===== src/rtl/dec_frame_host.sv =====
// dec_frame_host: byte-stream adapter that loads a decoder frame, runs the core, and unloads decoded bytes.
module dec_frame_host #(
    parameter int TIMEOUT_CYC = 4096
) (
    input  logic         sys_clk,
    input  logic         rst,
    input  logic         i_code_rate,
    input  logic [7:0]   s_data,
    input  logic         s_valid,
    output logic         s_ready,
    output logic [383:0] o_decoder_data_frame,
    output logic         o_code_rate,
    output logic         o_endec_en,
    input  logic [127:0] i_decoder_data,
    input  logic         i_decoder_done,
    output logic [7:0]   m_data,
    output logic         m_valid,
    input  logic         m_ready,
    output logic         o_timeout,
    output logic [15:0]  o_frame_cnt
);
    localparam int WDW = $clog2(TIMEOUT_CYC + 1);

    typedef enum logic [1:0] {LOAD, RUN, UNLOAD} state_t;

    state_t         state, state_nxt;
    logic [5:0]     cnt;
    logic [WDW-1:0] wd;
    logic [127:0]   shreg;
    logic [383:0]   frame_nxt;
    logic           s_fire, m_fire, last_in, last_out, rate_now, timeout_hit;

    assign s_ready     = state == LOAD;
    assign o_endec_en  = state == RUN;
    assign m_valid     = state == UNLOAD;
    assign m_data      = shreg[7:0];
    assign s_fire      = s_ready && s_valid;
    assign m_fire      = m_valid && m_ready;
    // the rate applies from the very first byte, before it is latched
    assign rate_now    = (cnt == 6'd0) ? i_code_rate : o_code_rate;
    assign last_in     = cnt == (rate_now ? 6'd47 : 6'd31);
    assign last_out    = cnt == 6'd15;
    assign timeout_hit = wd == WDW'(TIMEOUT_CYC - 1);

    always_comb begin
        frame_nxt = ((cnt == 6'd0) ? 384'd0 : o_decoder_data_frame) & ~(384'hFF << {cnt, 3'b000});
        frame_nxt = frame_nxt | (384'(s_data) << {cnt, 3'b000});
    end

    always_comb begin
        state_nxt = state;
        case (state)
            LOAD:    state_nxt = (s_fire && last_in) ? RUN : LOAD;
            RUN:     state_nxt = i_decoder_done ? UNLOAD : (timeout_hit ? LOAD : RUN);
            UNLOAD:  state_nxt = (m_fire && last_out) ? LOAD : UNLOAD;
            default: state_nxt = LOAD;
        endcase
    end

    always_ff @(posedge sys_clk or posedge rst) begin
        if (rst) begin
            state                <= LOAD;
            cnt                  <= '0;
            wd                   <= '0;
            shreg                <= '0;
            o_decoder_data_frame <= '0;
            o_code_rate          <= 1'b0;
            o_timeout            <= 1'b0;
            o_frame_cnt          <= '0;
        end else begin
            state     <= state_nxt;
            wd        <= (state == RUN) ? wd + WDW'(1) : '0;
            o_timeout <= (state == RUN) && !i_decoder_done && timeout_hit;
            if (s_fire) begin
                o_decoder_data_frame <= frame_nxt;
                if (cnt == 6'd0)
                    o_code_rate <= i_code_rate;
                cnt <= last_in ? 6'd0 : cnt + 6'd1;
            end
            if (state == RUN && i_decoder_done)
                shreg <= i_decoder_data;
            if (m_fire) begin
                shreg <= shreg >> 8;
                cnt   <= last_out ? 6'd0 : cnt + 6'd1;
                if (last_out)
                    o_frame_cnt <= o_frame_cnt + 16'd1;
            end
        end
    end
endmodule

===== config.mk =====
export PLATFORM = sky130hd
export DESIGN_NAME = dec_frame_host
export DESIGN_NICKNAME = d
export VERILOG_FILES = /design/src/rtl/dec_frame_host.sv
export SDC_FILE = /design/constraint.sdc
export NUM_CORES = 1
export LEC_CHECK = 0
export BUFFER_PORTS_ARGS = -buffer_cell sky130_fd_sc_hd__buf_2
export CORE_AREA = 2 2 213 215
export DETAILED_ROUTE_END_ITERATION = 16
export DIE_AREA = 0 0 215 217
export PLACE_DENSITY = 0.76
export SLEW_MARGIN = 10
export SYNTH_ARGS = -nofsm -noshare
export SYNTH_HDL_FRONTEND = slang
export SYNTH_SLANG_ARGS = --single-unit

===== constraint.sdc =====
create_clock -name sys_clk -period 20.8 [get_ports sys_clk]
set_input_delay 0 -clock sys_clk [delete_from_list [all_inputs] [get_ports sys_clk]]
set_output_delay 0 -clock sys_clk [all_outputs]
set_load 0.02 [all_outputs]

# --- Word level (Yosys, flattened, before mapping) ---
# Index checks and enable logic that the tools add are counted.
totals:
  reg_bits: 551
  latch_bits: 0
  mem_bits_rw: 0
  romBits: 0
  input_bits: 142
  memories: 0
op_classes:
  n_addsub: 3
  multipliers: 0
  div_mod_pow: 0
  magnitude_cmp: 0
  eq_ne: 5
  shift: 2
  n_mux: 15
  bitwise: 3
  reduce_logical: 13
ops:
  columns: ["op", "n"]
  rows:
  - ["384-bit AND", 1]
  - ["384-bit two-way mux", 1]
  - ["384-bit inverter", 1]
  - ["384-bit OR", 1]
  - ["8-bit by 9-bit left shift with 384-bit output", 1]
  - ["8-bit by 9-bit left shift with 384-bit output (first input constant)", 1]
  - ["128-bit two-way mux", 2]
  - ["6-bit two-way mux", 5]
  - ["16-bit by 1-bit adder with 16-bit output (second input constant)", 1]
  - ["13-bit by 1-bit adder with 13-bit output (second input constant)", 1]
  - ["13-bit by 12-bit == test with 1-bit output (second input constant)", 1]
  - ["13-bit two-way mux", 1]
  - ["1-bit logical AND", 7]
  - ["6-bit by 1-bit adder with 6-bit output (second input constant)", 1]
  - ["6-bit by 4-bit == test with 1-bit output (second input constant)", 1]
  - ["6-bit == test", 1]
  - ["6-bit zero test", 1]
  - ["2-bit case mux with 3 select lines", 1]
  - ["2-bit two-way mux", 2]
  - ["2-bit nonzero test", 2]
  - ["1-bit two-way mux", 3]
  - ["2-bit by 1-bit == test with 1-bit output (second input constant)", 1]
  - ["2-bit == test (second input constant)", 1]
  - ["2-bit zero test", 1]
  - ["2 further kinds", 2]

# --- Logic depth before layout (Yosys ltp) ---
# Gate-level depths: netlist of the first run.
depth:
  word_depth: 7
  mapped_depth: 9
  mapped_depth_nobuf: 6

# --- Worst setup path after synthesis of the first run ---
# Ideal clock, no wire load.
synth_path:
  kind: "reg2reg"
  start: "register cnt[0]"
  end: "register o_decoder_data_frame[160]"
  setup_ps: 121
  arrival_time_ps: 2264
  t_required_ps: 20679
  path_slack_ps: 18415
  stages_incl_launch_ff: 10
  n_path_buf: 3
  cell_sequence: "dfrtp_1 > inv_1 > buf_1 > ha_1 > nor3b_1 > and3_1 > clkbuf_1 > buf_2 > a31oi_1 > a22o_1"
synth_between:
  elab_chain_cells: 4
  elab_cells_between_ends: 7
  cone_classes: "shift (2); mux (1); bitwise (3); reduce/logical (1)"
synth_lines:
  columns: ["element", "line_no", "source"]
  rows:
  - ["from (decl)", "27", "logic [5:0] cnt;"]
  - ["from (signal assigned)", "78", "cnt <= last_in ? 6'd0 : cnt + 6'd1;"]
  - ["from (signal assigned)", "84", "cnt <= last_out ? 6'd0 : cnt + 6'd1;"]
  - ["8-bit by 9-bit left shift with 384-bit output / 6-bit zero test (equally long branches)", "46", "frame_nxt = ((cnt == 6'd0) ? 384'd0 : o_decoder_data_frame) & ~(384'hFF << {cnt, 3'b000});"]
  - ["384-bit inverter / 384-bit two-way mux (equally long branches)", "46", null]
  - ["384-bit AND", "46", null]
  - ["384-bit OR *", "47", "frame_nxt = frame_nxt | (384'(s_data) << {cnt, 3'b000});"]
  - ["to (signal assigned)", "75", "o_decoder_data_frame <= frame_nxt;"]
  - ["to (decl)", "11", "output logic [383:0] o_decoder_data_frame,"]
# Mark *: on every way between the ends. The rest lies on a longest branch, timed or not.
# A chain may end at the register's enable or synchronous reset.

# --- Worst setup path after layout of the first run ---
layout_path:
  start: "register cnt[0]"
  end: "register o_decoder_data_frame[353]"
# Same word-level chain as after synthesis.

==> run summary, run 1 <==
status: finished clean
Antenna Nets Post-Route: 0
Combinational Power Share: 34.1%
Tightest Pin Transition: 1.05 ns
Clock Sinks: 551
Max Clock Freq: 282 MHz
ys flop type: dfrtp_1
leakage power: 14.4 nW
Post-CTS Setup Bufs: 0
Die Ht: 217 microns
post-CTS sizing: 0
share of the synthesized area in the top cell type: 62.8%
Tot Pwr: 4.02 mW
Clock Power Share: 26.2%
CP max FO: 31
Ports: 555
post-place setup slack: 17.33 ns
P&R area growth vs syn: 29.3%
r2r setup slk: 17.25 ns
nets: 2,679
first drt pass iteration count: 5
post-DR wirelength/cell: 24.9 microns
Final WS setup: 17.25 ns
largest stage delay on the critical path: 0.83 ns
worst skew pair latency: 0.60 ns
CP max-delay cell: and3_2
maximum vdd drop: 0.0918 mV
worst hold slack: 0.128 ns
critical hold path startpoint: i_decoder_done
clk slew on worst S/H paths: 0.07 ns
Worst R2R Start: cnt[0]$_DFFE_PP0P_
number of global-route vias before repair: 19,100
Initial Utilization: 49.1%
largest net degree at the start of global routing: 181
Critical Path, Cell by Cell: inv_1 > ha_1 > nor3b_2 > and3_2 > a31oi_1 > a22o_1
synth cell count leaders: 551 x dfrtp_1, 353 x a22o_1, 247 x nor2_1
WP data arrival: 4.03 ns
die area: 46,700 sq um
cell internal pwr: 2.45 mW
GR Util All Layers: 33.2%
core region area: 44,700 sq um
Gate Count Post-Synth: 1,889
WP data required: 21.28 ns
Seq/Total Area, Yosys: 62.8%
global-route wire length before repair: 119,000 microns
TritonCTS Buffers: 55
syn avg cell area: 11.6 sq um
synthesized area: 22,000 sq um
Finish-stage setup viols: 0
power share of the sequential group: 39.7%
Root Driver: clkbuf_16
initial drt markers: 2,227
DR vias: 19,400
deepest clock path buffer count: 3
CP Launch Point: cnt[0]$_DFFE_PP0P_
Core Util, Final: 63.5%
Post-CTS Hold Buffers: 141
Slew Limit Headroom: 29.7%
Hold Crit Class: in2reg
area leader, netlist: dfrtp_1
Crit Path Class: reg2reg
Post-Syn Nets: 2,039
Routed WL: 79,000 microns
hold path cells: 3
Hold EP: o_timeout$_DFF_PP0_
Synth area leaders: dfrtp_1 63%, a22o_1 14%, nor2_1 4.2%
initial antenna violation count: 2
min cycle time layout: 3.55 ns
Placer Congestion: 0.869
cell area power density: 142 nW/um^2
Hold Fails Final Rpt: 0
Die Wd: 215 microns
Clock Skew: 0.0222 ns
Synth Register Bits: 551
Largest delay share family, worst path: simple AND/OR/NAND/NOR gates
share of cells above drive strength 1: 27.7%
Slew Viols, Final: 0
post-DR vias/cell: 6.10
unrepaired setup endpoints after global routing: false
Async S/R FF share, synth: 100%
NetSw: 1.57 mW
max_cap viols: 0
CTS tree: done
EDFF count, synth: 0
Sw Share: 39.1%
H-tree depth: 2
DRC: 0
Port Buffers: 554
setup TNS: 0 ns
FP Rows: 78
r2r worst-path depth: 6
Final Cycle Share: 17.1%
grt ovf: 0
Startpoint Class: flop
DP HPWL: 51,600 microns
Synth cell types: 57
reg2reg end: o_decoder_data_frame[353]$_DFFE_PP0P_
most instantiated library cell after synthesis: dfrtp_1
Yosys warning total: 0
CP endpoint kind: flop
crit path buf inv count: 1
flip-flops by register name, indices dropped and copies added (netlist names):
register / cells
cnt: 6
state: 2
o_decoder_data_frame: 384
o_timeout: 1
o_code_rate: 1
wd: 13
o_frame_cnt: 16
shreg: 128
power by group through the flow:
| stage | sequential, mW | clock (mW) | combinational, mW |
|---|---|---|---|
| 2_1_floorplan | 1.78 | 0 | 0.618 |
| 3_3_place_gp | 1.58 | 0 | 1.29 |
| 3_5_place_dp | 1.59 | 0 | 1.32 |
| 4_1_cts | 1.58 | 1.06 | 1.35 |
| 5_1_grt | 1.62 | 1.11 | 1.45 |
| 6_report | 1.60 | 1.06 | 1.37 |
worst reg2reg max path, stage by stage (launching register included):
cell and delay [ns]:
dfrtp_1 0.56, inv_1 0.43, ha_1 0.62, nor3b_2 0.30, and3_2 0.83, a31oi_1 0.34
a22o_1 0.34
stage by stage:
| step | area (sq um) | cells |
|---|---|---|
| 2_1_floorplan | 22000 | 1889 |
| 3_3_place_gp | 25100 | 2931 |
| 3_5_place_dp | 25100 | 2931 |
| 4_1_cts | 28400 | 3172 |
| 5_1_grt | 28400 | 3172 |
| 6_report | 28400 | 3173 |
worst max path at each step:
stage               cells after the start                                    end  slack, ns
finish                                  6  o_decoder_data_frame[353]$_DFFE_PP0P_      17.25
global route                            6  o_decoder_data_frame[153]$_DFFE_PP0P_      17.01
CTS                                     6  o_decoder_data_frame[193]$_DFFE_PP0P_      17.29
detailed placement                      6  o_decoder_data_frame[193]$_DFFE_PP0P_      17.33
global placement                        6  o_decoder_data_frame[195]$_DFFE_PP0P_      17.51
floorplan                               1                     cnt[0]$_DFFE_PP0P_       5.39
kinds of logic after synthesis:
| family | count (synthesis) | synth area share [%] |
|---|---|---|
| XOR/XNOR | 26 | 1.04 |
| buffers and inverters | 146 | 3.12 |
| flip-flops | 551 | 62.8 |
| multiplexers | 3 | 0.148 |
| AND/OR/NAND/NOR | 578 | 11.6 |
| AO/OA/AOI/OAI | 577 | 20.8 |
| adder cells (fa/ha/maj) | 8 | 0.456 |
area by class of cell:
cell class / count / area, sq um
clock inverters: 22 / 308
inverters: 8 / 37.5
diodes: 1 / 2.50
repair buffers: 721 / 4390
multi-input cells: 1192 / 7500
fillers: 3337 / 16300
clock buffers: 78 / 1620
well taps: 600 / 751
flip-flops and latches: 551 / 13800
cells in the final DEF (no fill, tap or decap), types with 11 or more instances in the layout:
master,n
a21oi_1,25
a22o_1,353
a31oi_1,93
and3_1,15
buf_2,554
buf_4,25
clkbuf_16,57
clkbuf_8,11
dfrtp_1,551
dlygate4sd3_1,141
nand2_1,228
nand3_1,16
nor2_1,246
nor2b_1,13
o21ai_0,12
o22ai_1,44
o2bb2ai_1,24
xnor2_1,18
metal layers:
layer / part of all wire (%) / vias up / wire length [microns] / GRT usage [%]
met5: 0.034 / - / 27 / 0
li1: - / 8151 / - / -
met3: 9.0 / 265 / 7130 / 7.66
met1: 39 / 9701 / 30700 / 43.7
met4: 5.5 / 4 / 4380 / 17.1
met2: 47 / 1229 / 36800 / 52.0
Note: power is estimated with default switching activity, not from simulation.
==> run 2: changes to the inputs <==
--- a/config.mk
+++ b/config.mk
@@ -6,10 +6,10 @@
 export NUM_CORES = 1
 export LEC_CHECK = 0
 export BUFFER_PORTS_ARGS = -buffer_cell sky130_fd_sc_hd__buf_2
-export CORE_AREA = 2 2 213 215
+export CORE_MARGIN = 1
+export CORE_UTILIZATION = 48
 export DETAILED_ROUTE_END_ITERATION = 16
-export DIE_AREA = 0 0 215 217
-export PLACE_DENSITY = 0.76
+export PLACE_DENSITY = 0.77
 export SLEW_MARGIN = 10
 export SYNTH_ARGS = -nofsm -noshare
 export SYNTH_HDL_FRONTEND = slang
==> constraint.sdc (replaced) <==
create_clock -name sys_clk -period 3.2 [get_ports sys_clk]
set_input_delay 0 -clock sys_clk [delete_from_list [all_inputs] [get_ports sys_clk]]
set_output_delay 0 -clock sys_clk [all_outputs]
set_load 0.02 [all_outputs]
==> run 2 against run 1 <==
  * Via count up 3.7%
  * Final cell count increased by 1.0%
  * Sequential share of layout area fell by 0.68 points
  * Wire length increased by 4.6%
  * Critical path type unchanged
  * Largest cell class unchanged
==> run summary, run 2 (synthesized netlist as in run 1, its figures left out) <==
status: finished clean (unchanged)
Tot Pwr: 26.3 mW (was 4.02 mW)
DRC: 0 (unchanged)
max_cap viols: 0 (unchanged)
WP data required: 3.69 ns (was 21.28 ns)
Routed WL: 82,600 microns (was 79,000 microns)
min cycle time layout: 2.58 ns (was 3.55 ns)
Critical Path, Cell by Cell: or3b_1 > nor2_4 > buf_4 > a21oi_1 > a22o_1 (was inv_1 > ha_1 > nor3b_2 > and3_2 > a31oi_1 > a22o_1)
Slew Limit Headroom: 18.7% (was 29.7%)
Slew Viols, Final: 0 (unchanged)
Top reg by flops: o_decoder_data_frame (unchanged)
share of cells above drive strength 1: 28.7% (was 27.7%)
Post-CTS Hold Buffers: 142 (was 141)
DR vias: 20,100 (was 19,400)
post-CTS sizing: 0 (unchanged)
CP Launch Point: state[0]$_DFF_PP0_ (was cnt[0]$_DFFE_PP0P_)
nets: 2,717 (was 2,679)
Hold Fails Final Rpt: 0 (unchanged)
CTS tree: done (unchanged)
leakage power: 14.7 nW (was 14.4 nW)
Crit Path Class: reg2reg (unchanged)
Startpoint Class: flop (unchanged)
Fillers: 3,300 (was 3,337)
Die Wd: 216 microns (was 215 microns)
worst skew pair latency: 0.62 ns (was 0.60 ns)
Port Buffers: 554 (unchanged)
DP HPWL: 54,300 microns (was 51,600 microns)
largest stage delay on the critical path: 0.68 ns (was 0.83 ns)
TritonCTS Buffers: 56 (was 55)
first drt pass iteration count: 7 (was 5)
initial antenna violation count: 1 (was 2)
H-tree depth: 2 (unchanged)
CP endpoint kind: flop (unchanged)
Ports: 555 (unchanged)
Post-CTS Setup Bufs: 0 (unchanged)
Clock Sinks: 551 (unchanged)
post-DR wirelength/cell: 25.8 microns (was 24.9 microns)
most frequent cells in the layout: 554 x buf_2, 551 x dfrtp_1, 353 x a22o_1, 246 x nor2_1, 228 x nand2_1 (unchanged)
global-route wire length before repair: 124,000 microns (was 119,000 microns)
unrepaired setup endpoints after global routing: false (unchanged)
WP data arrival: 3.07 ns (was 4.03 ns)
reg2reg end: o_decoder_data_frame[220]$_DFFE_PP0P_ (was o_decoder_data_frame[353]$_DFFE_PP0P_)
Initial Utilization: 49.1% (about the same)
r2r setup slk: 0.62 ns (was 17.25 ns)
post-DR vias/cell: 6.26 (was 6.10)
crit path to: o_decoder_data_frame[220]$_DFFE_PP0P_ (was o_decoder_data_frame[353]$_DFFE_PP0P_)
FP Rows: 77 (was 78)
Hold Crit Class: in2async (was in2reg)
cell area power density: 914 nW/um^2 (was 142 nW/um^2)
worst hold slack: 0.0993 ns (was 0.128 ns)
CP max FO: 12 (was 31)
core region area: 44,700 sq um (about the same)
maximum vdd drop: 0.578 mV (was 0.0918 mV)
Tightest Pin Transition: 1.22 ns (was 1.05 ns)
CP max-delay cell: or3b_1 (was and3_2)
largest net degree at the start of global routing: 199 (was 181)
die area: 46,600 sq um (was 46,700 sq um)
r2r worst-path depth: 5 (was 6)
max reg flops: 384 (unchanged)
initial drt markers: 2,334 (was 2,227)
Max Clock Freq: 388 MHz (was 282 MHz)
Antenna Nets Post-Route: 0 (unchanged)
grt ovf: 0 (unchanged)
Clock Skew: 0.0255 ns (was 0.0222 ns)
Die Ht: 216 microns (was 217 microns)
number of global-route vias before repair: 19,800 (was 19,100)
clk slew on worst S/H paths: 0.06 ns (was 0.07 ns)
most common cell after layout, fill and taps aside: buf_2 (unchanged)
Root Driver: clkbuf_16 (unchanged)
Final Cycle Share: 80.5% (was 17.1%)
Placer Congestion: 0.925 (was 0.869)
GR Util All Layers: 35.0% (was 33.2%)
P&R area growth vs syn: 31.2% (was 29.3%)
Worst R2R Start: state[0]$_DFF_PP0_ (was cnt[0]$_DFFE_PP0P_)
largest registers: o_decoder_data_frame x384, shreg x128, o_frame_cnt x16 (unchanged)
deepest clock path buffer count: 3 (unchanged)
Finish-stage setup viols: 0 (unchanged)
==> run 2: cell types whose count changed in the layout (fill, tap and decap cells not counted) <==
| cell | before | now |
|---|---|---|
| clkbuf_8 | 11 | 17 |
| clkinv_2 | 7 | 8 |
| clkbuf_16 | 57 | 58 |
| clkinv_8 | 0 | 1 |
| buf_12 | 1 | 14 |
| bufinv_16 | 7 | 2 |
| buf_4 | 25 | 48 |
| clkinvlp_4 | 6 | 4 |
| clkbuf_1 | 10 | 12 |
| dlygate4sd3_1 | 141 | 142 |
==> run 2: through the flow <==
stage	worst slack, ns	utilization [%]	cell area (sq um)	setup TNS (ns)	std cells
6_report	0.624	64.4	28800	0	3206
2_1_floorplan	-4.30	-	22000	-2368.11	1889
3_3_place_gp	0.735	57.0	25500	0	2959
5_1_grt	0.491	64.4	28800	0	3206
4_1_cts	0.612	64.4	28800	0	3205
3_5_place_dp	0.647	57.0	25500	0	2959
==> run 2: power by group <==
group,internal (mW),switching [mW],total (mW)
clock,3.88,2.84,6.72
sequential,8.92,1.44,10.4
combinational,3.05,6.19,9.24
==> run 2: cell type report <==
cell class              count  area [sq um]  share of cell area (%)
flip-flops and latches    551         13800                    47.9
multi-input cells        1192          7500                    26.0
repair buffers            758          4830                    16.8
clock buffers              87          1730                    6.01
well taps                 592           741                    2.57
clock inverters            17           168                   0.582
inverters                   8          33.8                   0.117
diodes                      1          2.50                 0.00869
==> run 2: worst min path at each step <==
stage	from	endpoint	slack (ns)	depth (start not counted)
finish	rst	o_decoder_data_frame[82]$_DFFE_PP0P_	0.1	4
global route	rst	o_decoder_data_frame[99]$_DFFE_PP0P_	0.15	4
CTS	rst	o_decoder_data_frame[221]$_DFFE_PP0P_	0.11	4
detailed placement	rst	o_decoder_data_frame[221]$_DFFE_PP0P_	0.19	3
global placement	rst	o_decoder_data_frame[93]$_DFFE_PP0P_	0.19	3
floorplan	i_decoder_done	o_timeout$_DFF_PP0_	0.07	1
==> run 2: critical path, delay by kind of cell (launching register included) <==
kind                   cells  cell delay, ns
and+or+nand+nor            2            1.23
DFF                        1            0.49
AOI/OAI and AO/OA          2            0.49
buffers and inverters      1            0.25
==> run 2: per-layer routing <==
layer	global-route usage [%]	vias up	routed length (microns)
li1	-	8213	-
met1	44.7	10100	31100
met2	55.3	1426	38300
met3	7.91	359	8020
met4	19.1	0	5190
met5	0	-	0
